## src/rtl/reorder_buffer_pkg.sv

```systemverilog
// rtl/reorder_buffer_pkg.sv - shared reorder buffer sizes, types, reset values and entry-type encodings
package reorder_buffer_pkg;

    localparam int ROB_SIZE = 16;

    typedef logic [4:0]  rob_id_type;
    typedef logic [3:0]  rob_idx_type;
    typedef logic [4:0]  reg_type;
    typedef logic [31:0] data_type;
    typedef logic [31:0] addr_type;

    localparam rob_id_type ROB_ID_RESET = 5'd0;
    localparam reg_type    REG_RESET    = 5'd0;
    localparam data_type   DATA_RESET   = 32'd0;
    localparam addr_type   ADDR_RESET   = 32'd0;

    typedef enum logic [1:0] {
        ROB_TYPE_ALU    = 2'd0,
        ROB_TYPE_STORE  = 2'd1,
        ROB_TYPE_BRANCH = 2'd2
    } rob_type_e;

    // Ids 1..16 name entries; 0 and 17..31 name nothing.
    function automatic logic id_is_entry(input rob_id_type id);
        return (id != ROB_ID_RESET) && (id <= rob_id_type'(ROB_SIZE));
    endfunction

    function automatic rob_idx_type id_to_idx(input rob_id_type id);
        return id[3:0] - 4'd1;
    endfunction

    function automatic rob_id_type idx_to_id(input rob_idx_type idx);
        return {1'b0, idx} + 5'd1;
    endfunction

endpackage

```

## src/rtl/reorder_buffer.sv

```systemverilog
// rtl/reorder_buffer.sv - 16-entry in-order-commit reorder buffer with CDB capture, operand bypass and branch rollback
module reorder_buffer
    import reorder_buffer_pkg::*;
(
    input  logic       clk_in,               // system clock
    input  logic       rst_in,               // asynchronous active-low reset
    input  logic       rdy_in,               // global ready, low freezes state
    input  logic       alloc_valid_in,       // dispatch request
    input  reg_type    alloc_rd_in,          // destination register, 0 = none
    input  logic [1:0] alloc_type_in,        // 0 alu/load, 1 store, 2 branch
    input  addr_type   alloc_pc_in,          // instruction pc
    input  logic       alloc_pred_taken_in,  // predicted branch direction
    output rob_id_type alloc_id_out,         // id granted to current request
    output logic       full_out,             // all 16 entries occupied
    input  rob_id_type q1_id_in,             // operand 1 producer id
    input  rob_id_type q2_id_in,             // operand 2 producer id
    output logic       q1_ready_out,
    output logic       q2_ready_out,
    output data_type   q1_value_out,
    output data_type   q2_value_out,
    input  logic       result_valid_in,      // cdb broadcast
    input  rob_id_type result_id_in,
    input  data_type   result_value_in,
    input  logic       result_taken_in,
    input  addr_type   result_target_in,
    output logic       commit_flag_out,      // one pulse per retired entry
    output reg_type    rd_to_reg_out,
    output data_type   V_to_reg_out,
    output rob_id_type Q_to_reg_out,
    output logic       store_commit_out,
    output logic       rollback_flag_out,
    output addr_type   rollback_pc_out
);

    logic        valid_q  [ROB_SIZE];
    logic        ready_q  [ROB_SIZE];
    rob_type_e   type_q   [ROB_SIZE];
    reg_type     rd_q     [ROB_SIZE];
    data_type    value_q  [ROB_SIZE];
    addr_type    pc_q     [ROB_SIZE];
    logic        pred_q   [ROB_SIZE];
    logic        taken_q  [ROB_SIZE];
    addr_type    target_q [ROB_SIZE];

    rob_idx_type head_q;
    rob_idx_type tail_q;
    logic [4:0]  count_q;

    logic        do_alloc;
    logic        do_commit;
    logic        mispredict;
    logic        result_hit;
    rob_idx_type result_idx;
    rob_idx_type q1_idx;
    rob_idx_type q2_idx;

    assign full_out     = (count_q == 5'd16);
    assign alloc_id_out = idx_to_id(tail_q);

    assign do_alloc   = alloc_valid_in && !full_out && rdy_in;
    assign do_commit  = rdy_in && (count_q != 5'd0) && valid_q[head_q] && ready_q[head_q];
    assign mispredict = do_commit && (type_q[head_q] == ROB_TYPE_BRANCH)
                        && (taken_q[head_q] != pred_q[head_q]);

    assign result_idx = id_to_idx(result_id_in);
    assign result_hit = result_valid_in && id_is_entry(result_id_in);
    assign q1_idx     = id_to_idx(q1_id_in);
    assign q2_idx     = id_to_idx(q2_id_in);

    // Stored result wins; otherwise a same-cycle CDB broadcast is forwarded.
    always_comb begin
        q1_ready_out = 1'b0;
        q1_value_out = DATA_RESET;
        if (id_is_entry(q1_id_in)) begin
            if (ready_q[q1_idx]) begin
                q1_ready_out = 1'b1;
                q1_value_out = value_q[q1_idx];
            end else if (result_valid_in && (result_id_in == q1_id_in)) begin
                q1_ready_out = 1'b1;
                q1_value_out = result_value_in;
            end
        end
    end

    always_comb begin
        q2_ready_out = 1'b0;
        q2_value_out = DATA_RESET;
        if (id_is_entry(q2_id_in)) begin
            if (ready_q[q2_idx]) begin
                q2_ready_out = 1'b1;
                q2_value_out = value_q[q2_idx];
            end else if (result_valid_in && (result_id_in == q2_id_in)) begin
                q2_ready_out = 1'b1;
                q2_value_out = result_value_in;
            end
        end
    end

    always_ff @(posedge clk_in or negedge rst_in) begin
        if (!rst_in) begin
            head_q            <= '0;
            tail_q            <= '0;
            count_q           <= '0;
            commit_flag_out   <= 1'b0;
            rd_to_reg_out     <= REG_RESET;
            V_to_reg_out      <= DATA_RESET;
            Q_to_reg_out      <= ROB_ID_RESET;
            store_commit_out  <= 1'b0;
            rollback_flag_out <= 1'b0;
            rollback_pc_out   <= ADDR_RESET;
            for (int i = 0; i < ROB_SIZE; i++) begin
                valid_q[i]  <= 1'b0;
                ready_q[i]  <= 1'b0;
                type_q[i]   <= ROB_TYPE_ALU;
                rd_q[i]     <= REG_RESET;
                value_q[i]  <= DATA_RESET;
                pc_q[i]     <= ADDR_RESET;
                pred_q[i]   <= 1'b0;
                taken_q[i]  <= 1'b0;
                target_q[i] <= ADDR_RESET;
            end
        end else if (rdy_in) begin
            commit_flag_out   <= do_commit;
            store_commit_out  <= do_commit && (type_q[head_q] == ROB_TYPE_STORE);
            rollback_flag_out <= mispredict;
            if (do_commit) begin
                rd_to_reg_out <= rd_q[head_q];
                V_to_reg_out  <= value_q[head_q];
                Q_to_reg_out  <= idx_to_id(head_q);
            end

            if (mispredict) begin
                // Flush beats any allocation or CDB write in the same cycle.
                rollback_pc_out <= taken_q[head_q] ? target_q[head_q] : pc_q[head_q] + 32'd4;
                head_q          <= '0;
                tail_q          <= '0;
                count_q         <= '0;
                for (int i = 0; i < ROB_SIZE; i++) begin
                    valid_q[i] <= 1'b0;
                    ready_q[i] <= 1'b0;
                end
            end else begin
                if (do_commit) begin
                    valid_q[head_q] <= 1'b0;
                    ready_q[head_q] <= 1'b0;
                    head_q          <= head_q + 4'd1;
                end
                if (do_alloc) begin
                    valid_q[tail_q] <= 1'b1;
                    ready_q[tail_q] <= 1'b0;
                    type_q[tail_q]  <= rob_type_e'(alloc_type_in);
                    rd_q[tail_q]    <= alloc_rd_in;
                    pc_q[tail_q]    <= alloc_pc_in;
                    pred_q[tail_q]  <= alloc_pred_taken_in;
                    tail_q          <= tail_q + 4'd1;
                end
                // Only live entries accept results; stale ids after a flush are dropped.
                if (result_hit && valid_q[result_idx]) begin
                    ready_q[result_idx]  <= 1'b1;
                    value_q[result_idx]  <= result_value_in;
                    taken_q[result_idx]  <= result_taken_in;
                    target_q[result_idx] <= result_target_in;
                end
                case ({do_alloc, do_commit})
                    2'b10:   count_q <= count_q + 5'd1;
                    2'b01:   count_q <= count_q - 5'd1;
                    default: count_q <= count_q;
                endcase
            end
        end
    end

endmodule

```

## config.mk

```make
export PLATFORM = sky130hd
export DESIGN_NAME = reorder_buffer
export DESIGN_NICKNAME = d
export VERILOG_FILES = /design/src/rtl/reorder_buffer_pkg.sv /design/src/rtl/reorder_buffer.sv
export SDC_FILE = /design/constraint.sdc
export NUM_CORES = 2
export LEC_CHECK = 0
export CORE_ASPECT_RATIO = 0.9
export CORE_MARGIN = 4
export CORE_UTILIZATION = 40
export DETAILED_ROUTE_END_ITERATION = 10
export PLACE_DENSITY_LB_ADDON = 0.2
export SYNTH_ARGS = -nofsm -noshare
export SYNTH_HDL_FRONTEND = slang
export SYNTH_SLANG_ARGS = --single-unit
export TNS_END_PERCENT = 50
```

## constraint.sdc

```tcl
create_clock -name clk_in -period 4.15 [get_ports clk_in]
set_input_delay 0.415 -clock clk_in [delete_from_list [all_inputs] [get_ports clk_in]]
set_output_delay 0.415 -clock clk_in [all_outputs]
set_load 0.02 [all_outputs]
```

# == Yosys cells after proc, flatten, opt, wreduce, memory -nomap -nowiden ==
# Cells that the tools add are included.
# classes
n_addsub,10
order_cmp,11
n_eq_ne,8
muxes,95
bitwise,13
n_reduce_logical,33
# ops
operator,count
bitwise mux 512 bit,3
binary-select mux 32 bit (select 4 bit),5
two-way mux 32 bit,19
demux 32 bit (select 4 bit),2
two-way mux 16 bit,13
bitwise mux 80 bit,1
bitwise AND 16 bit,3
adder 32 x 3 -> 32 bit (second input constant),1
bitwise mux 16 bit,2
bitwise mux 32 bit,1
inverter 16 bit,2
bitwise OR 16 bit,2
binary-select mux 1 bit (select 4 bit),7
greater-or-equal comparator 5 bit (second input constant),5
inverter 4 -> 5 bit,5
two-way mux 1 bit,23
binary-select mux 5 bit (select 4 bit),1
demux 5 bit (select 4 bit),1
two-way mux 5 bit,4
nonzero test 5 bit,4
logical AND 1 bit,18
two-way mux 4 bit,4
<= comparator 5 bit (second input constant),3
< comparator 5 x 1 -> 1 bit (second input constant),3
other kinds (21),38
# word_totals
register_bits,1802
inputBits,125
output_inout_bits,149
word_cells,324

# == Longest topological paths before layout ==
# logic_depth
ltp_word,17
depth_mapped,18
mapped_depth_nobuf,12

# == Least setup slack after synthesis ==
# No wires, ideal clock.
# synth_timing
kind,input to output
startpoint,in q1_id_in[0]
endpoint,out q1_value_out[11]
t_arrival_ps,3925
t_required_ps,3735
slack_ps,-190
stages,12
path_buffers,6
cell_sequence,clkbuf_1 clkbuf_1 buf_1 inv_1 ha_1 clkbuf_1 clkbuf_1 clkbuf_1 mux4_2 mux4_2 mux2i_1 nor2_1
# synth_between
elab_chain_cells,7
word_cells_on_any_way,16
cone_classes,add/sub: 1; order compare: 1; eq/ne: 1; mux: 9; bitwise: 1; reduce/logical: 3
# synth_rtl
element,line,rtl
from (decl),reorder_buffer.sv:15,"input rob_id_type q1_id_in,"
subtractor 4 x 1 -> 4 bit,reorder_buffer_pkg.sv:29,return id[3:0] - 4'd1;
inverter 4 -> 5 bit (implied by the code),"reorder_buffer.sv:75, reorder_buffer.sv:77",
binary-select mux 32 bit (select 4 bit) or binary-select mux 1 bit (select 4 bit) (tied branches),"reorder_buffer.sv:77, reorder_buffer.sv:75",
two-way mux 32 bit (implied by the code) or two-way mux 1 bit (tied branches) (2 in a row),"reorder_buffer.sv:77, reorder_buffer.sv:75",
two-way mux 32 bit,reorder_buffer.sv:75,if (ready_q[q1_idx]) begin
two-way mux 32 bit *,reorder_buffer.sv:74,if (id_is_entry(q1_id_in)) begin
to (decl),reorder_buffer.sv:19,"output data_type q1_value_out,"
# Every way passes the cells marked *; elsewhere a longest branch is shown, timed or not. The select of a mux whose other input is x is not followed.

# == Worst setup path after layout ==
# layout_timing
startpoint,in q1_id_in[1]
endpoint,out q1_value_out[12]
# The elaborated chain is that of the path after synthesis.

==> key figures <==
Global routing
  – GRT met3 Usage: 0.0407
  – Grt ovf: 0
  – All-Layer GR Usage: 0.233
  – Largest net degree at the start of global routing: 133
  – Met1 Usage GRT: 0.337
  – Number of global-route vias before repair: 57100
  – Initial antenna violation count: 35
  – GRT met2 Usage: 0.360
  – Gr busiest metal: met2
  – First-pass GRT wire length: just over 400000 microns

Die
  – Die height: approximately 460 microns
  – Core footprint: 225000 sq um
  – Starting Density: 0.403
  – Top Ports: 274
  – Num rows: 165
  – Die width: 510 microns
  – Die area: 234000 sq um

Setup path
  – Critical path data required time: roughly 3.7 ns
  – Startpoint types: input port
  – Critical path type: input port to output port
  – Crit-path max FO: 13
  – Critical path arrival: 3.65 ns
  – Crit. End Element: output port

Timing
  – Max-slew violation count: 0
  – Setup-failing EPs final: 0
  – Final Hold Vio Count: 0
  – Min Tclk post-route: 4.07 ns
  – Period utilization: 0.980
  – Slew margin rel.: 0.265
  – Max Clock Freq: 246 MHz
  – RSZ-0062 raised after global routing: false
  – Slew @ Worst Pin: approximately 1.1 ns
  – Clk_skew: approximately 0.036 ns
  – Fin Setup TNS: 0 ns

Job
  – Max-Cap Viols: 0

Synth
  – Syn Inst Count: 5627
  – Yosys warns: 0
  – Synth Flop Type: dfrtp_1
  – Register area share after synthesis: 0.498
  – Syn_area_per_cell: approximately 16 sq um
  – Synth Register Bits: 1802
  – Syn_nets: approximately 5800
  – Post-synth cell types: 55
  – Post-Syn Area: 90500 sq um
  – Asr flop ratio synth: 1.00
  – Number of flops mapped to enable cells by yosys: 0
  – Top-area cell type share of the netlist area: 0.498
  – Largest area contributor in the netlist: dfrtp_1
  – Synth area leaders: dfrtp_1, mux4_2, mux2_2, mux2_1, buf_4

Pwr
  – Leak Pwr: 48.6 nW
  – Worst-case vdd ir drop: 0.000431 V
  – Total power: between 50 and 60 mW
  – PwrDens: 550 nW/um^2

Clocking
  – Max Buffers Root-to-Sink: 3
  – CTS Sinks: 1802
  – CTS tree: built
  – Clk slew on worst S/H paths: 0.05 ns
  – H-tree depth: 4
  – CTS buffer count: 198
  – Clock root buffer: clkbuf_16
  – Clock Latency Late Sink: 0.84 ns

Place
  – Placed Instances: 8623
  – Routability cong.: 0.830
  – Port Buffers: 273
  – Hpwl dp: 168000 microns

Drt
  – Drt first pass iters: 7
  – DRT iter0 DRCs: 4366
  – Final WL: 272000 microns
  – DR WL/cell: ~30 microns
  – DR vias: 54200
  – Drt via density: roughly 6
  – Antenna viol nets, final: 0
  – DRC errors left: 0

Layout
  – Nets: around 6000
  – Area growth syn-to-layout: 16.3%
  – Filler cells: between 15000 and 20000
  – Finished Layout Cells: 9016
  – Fin util: 0.468
  – Layout cells sized above 1: 0.526

Min path
  – Hold crit path type: input port to asynchronous set/reset pin

Outcome
  – Status: completed
-- state kept, by name, indices dropped and copies added (netlist names), 4 cells and up --
signal,cells
Q_to_reg_out,5
V_to_reg_out,32
count_q,5
head_q,4
pc_q,512
pred_q,16
rd_q,80
rd_to_reg_out,5
ready_q,16
rollback_pc_out,32
tail_q,4
taken_q,16
target_q,512
type_q,32
valid_q,16
value_q,512
-- kinds of logic after synthesis --
family | Yosys count | synth area share
simple gates | 321 | 0.0163
buf+inv | 593 | 0.0323
mux | 2635 | 0.431
xor+xnor | 53 | 0.00513
flops | 1802 | 0.498
fa+ha+maj | 20 | 0.00276
compound gates | 203 | 0.0150
-- Yosys cell counts, drive strengths merged (3+ instances only) --
| master | instances |
|---|---|
| nand2 | 119 |
| a22oi | 52 |
| nor2 | 99 |
| nand2b | 7 |
| ha | 20 |
| inv | 20 |
| xnor2 | 26 |
| and4 | 3 |
| mux4 | 836 |
| a221oi | 6 |
| nand4 | 14 |
| and3 | 5 |
| and2 | 4 |
| o21ai | 55 |
| clkbuf | 255 |
| o22ai | 12 |
| xor2 | 27 |
| o221ai | 15 |
| a22o | 9 |
| or3 | 15 |
| nor3 | 14 |
| nor2b | 4 |
| mux2i | 79 |
| o211ai | 4 |
| nor4 | 13 |
| dfrtp | 1802 |
| nand3 | 15 |
| a21oi | 38 |
| buf | 317 |
| or4 | 4 |
| mux2 | 1720 |
-- per-layer routing --
metal / vias up / share of wire
met5: - / 0.00027
met4: 12 / 0.030
met3: 415 / 0.056
met2: 1694 / 0.47
met1: 30000 / 0.45
li1: 22100 / -
-- layout make-up --
class / count / area (sq um) / share of cell area
Sequential cell: 1802 / 45100 / 0.428
Multi-Input combinational cell: 3232 / 42900 / 0.408
Timing Repair Buffer: 566 / 6590 / 0.0626
Clock buffer: 292 / 5930 / 0.0563
Tap cell: 3006 / 3760 / 0.0357
Clock inverter: 76 / 856 / 0.00813
Inverter: 21 / 78.8 / 0.000748
Antenna cell: 21 / 52.6 / 0.000499
-- path summary, 6_finish.rpt --
check | startpoint | endpoint | slack, ns | depth (start not counted)
setup / recovery | q1_id_in[1] | q1_value_out[12] | 0.08 | 11
hold / removal | rst_in | target_q[299] | 0.19 | 2
setup reg to reg | head_q[0] | rollback_pc_out[27] | 0.11 | 10
hold reg to reg | Q_to_reg_out[0] | Q_to_reg_out[0] | 0.48 | 2
max in group asynchronous | rst_in | value_q[17] | 2.50 | 3
min in group clk_in | Q_to_reg_out[0] | Q_to_reg_out[0] | 0.48 | 2
-- placed cells by master (no fill, tap or decap), types with 39 or more instances in the layout --
cell / count
o21ai_0: 52
clkbuf_8: 54
clkinv_2: 39
a22oi_1: 52
mux4_2: 834
mux2_1: 104
clkdlybuf4s50_1: 204
mux2_2: 1616
mux2i_1: 76
buf_12: 130
buf_4: 158
nand2_1: 98
dfrtp_1: 1798
dlygate4sd2_1: 61
clkbuf_16: 202
nor2_1: 98
-- worst max-delay path: stages --
cell and delay (ns):
clkdlybuf4s50_1 0.50, buf_12 0.14, inv_1 0.08, ha_4 0.32, mux4_2 0.30, mux4_4 0.64
buf_12 0.21, buf_4 0.26, mux2i_1 0.34, nor2_1 0.09, dlygate4sd2_1 0.33
-- report_power, final --
part           total, mW  internal [mW]  switching, mW
clock               18.3           10.8           7.49
sequential          22.8           20.7           2.04
combinational       16.9           8.30           8.59
total               57.9           39.8           18.1
-- per-stage QoR --
stage | hold WS (ns) | area [sq um] | setup WS [ns]
3_5_place_dp | 0.444 | 98400 | -0.273
5_1_grt | 0.241 | 105000 | 0.00202
2_1_floorplan | 0.119 | 90600 | 0.0655
3_3_place_gp | 0.458 | 98400 | -0.259
6_report | 0.191 | 105000 | 0.0832
4_1_cts | 0.252 | 105000 | -0.0952
-- what timing repair did --
action	in CTS	in global routing
pin swaps	0	2
buffers inserted	0	2
resized for setup	71	13
endpoints found under the setup margin	151	613
hold buffers	1	0
cloned	1	0
hold endpoints to repair	112	0
Power figures use the tool's default switching activity.
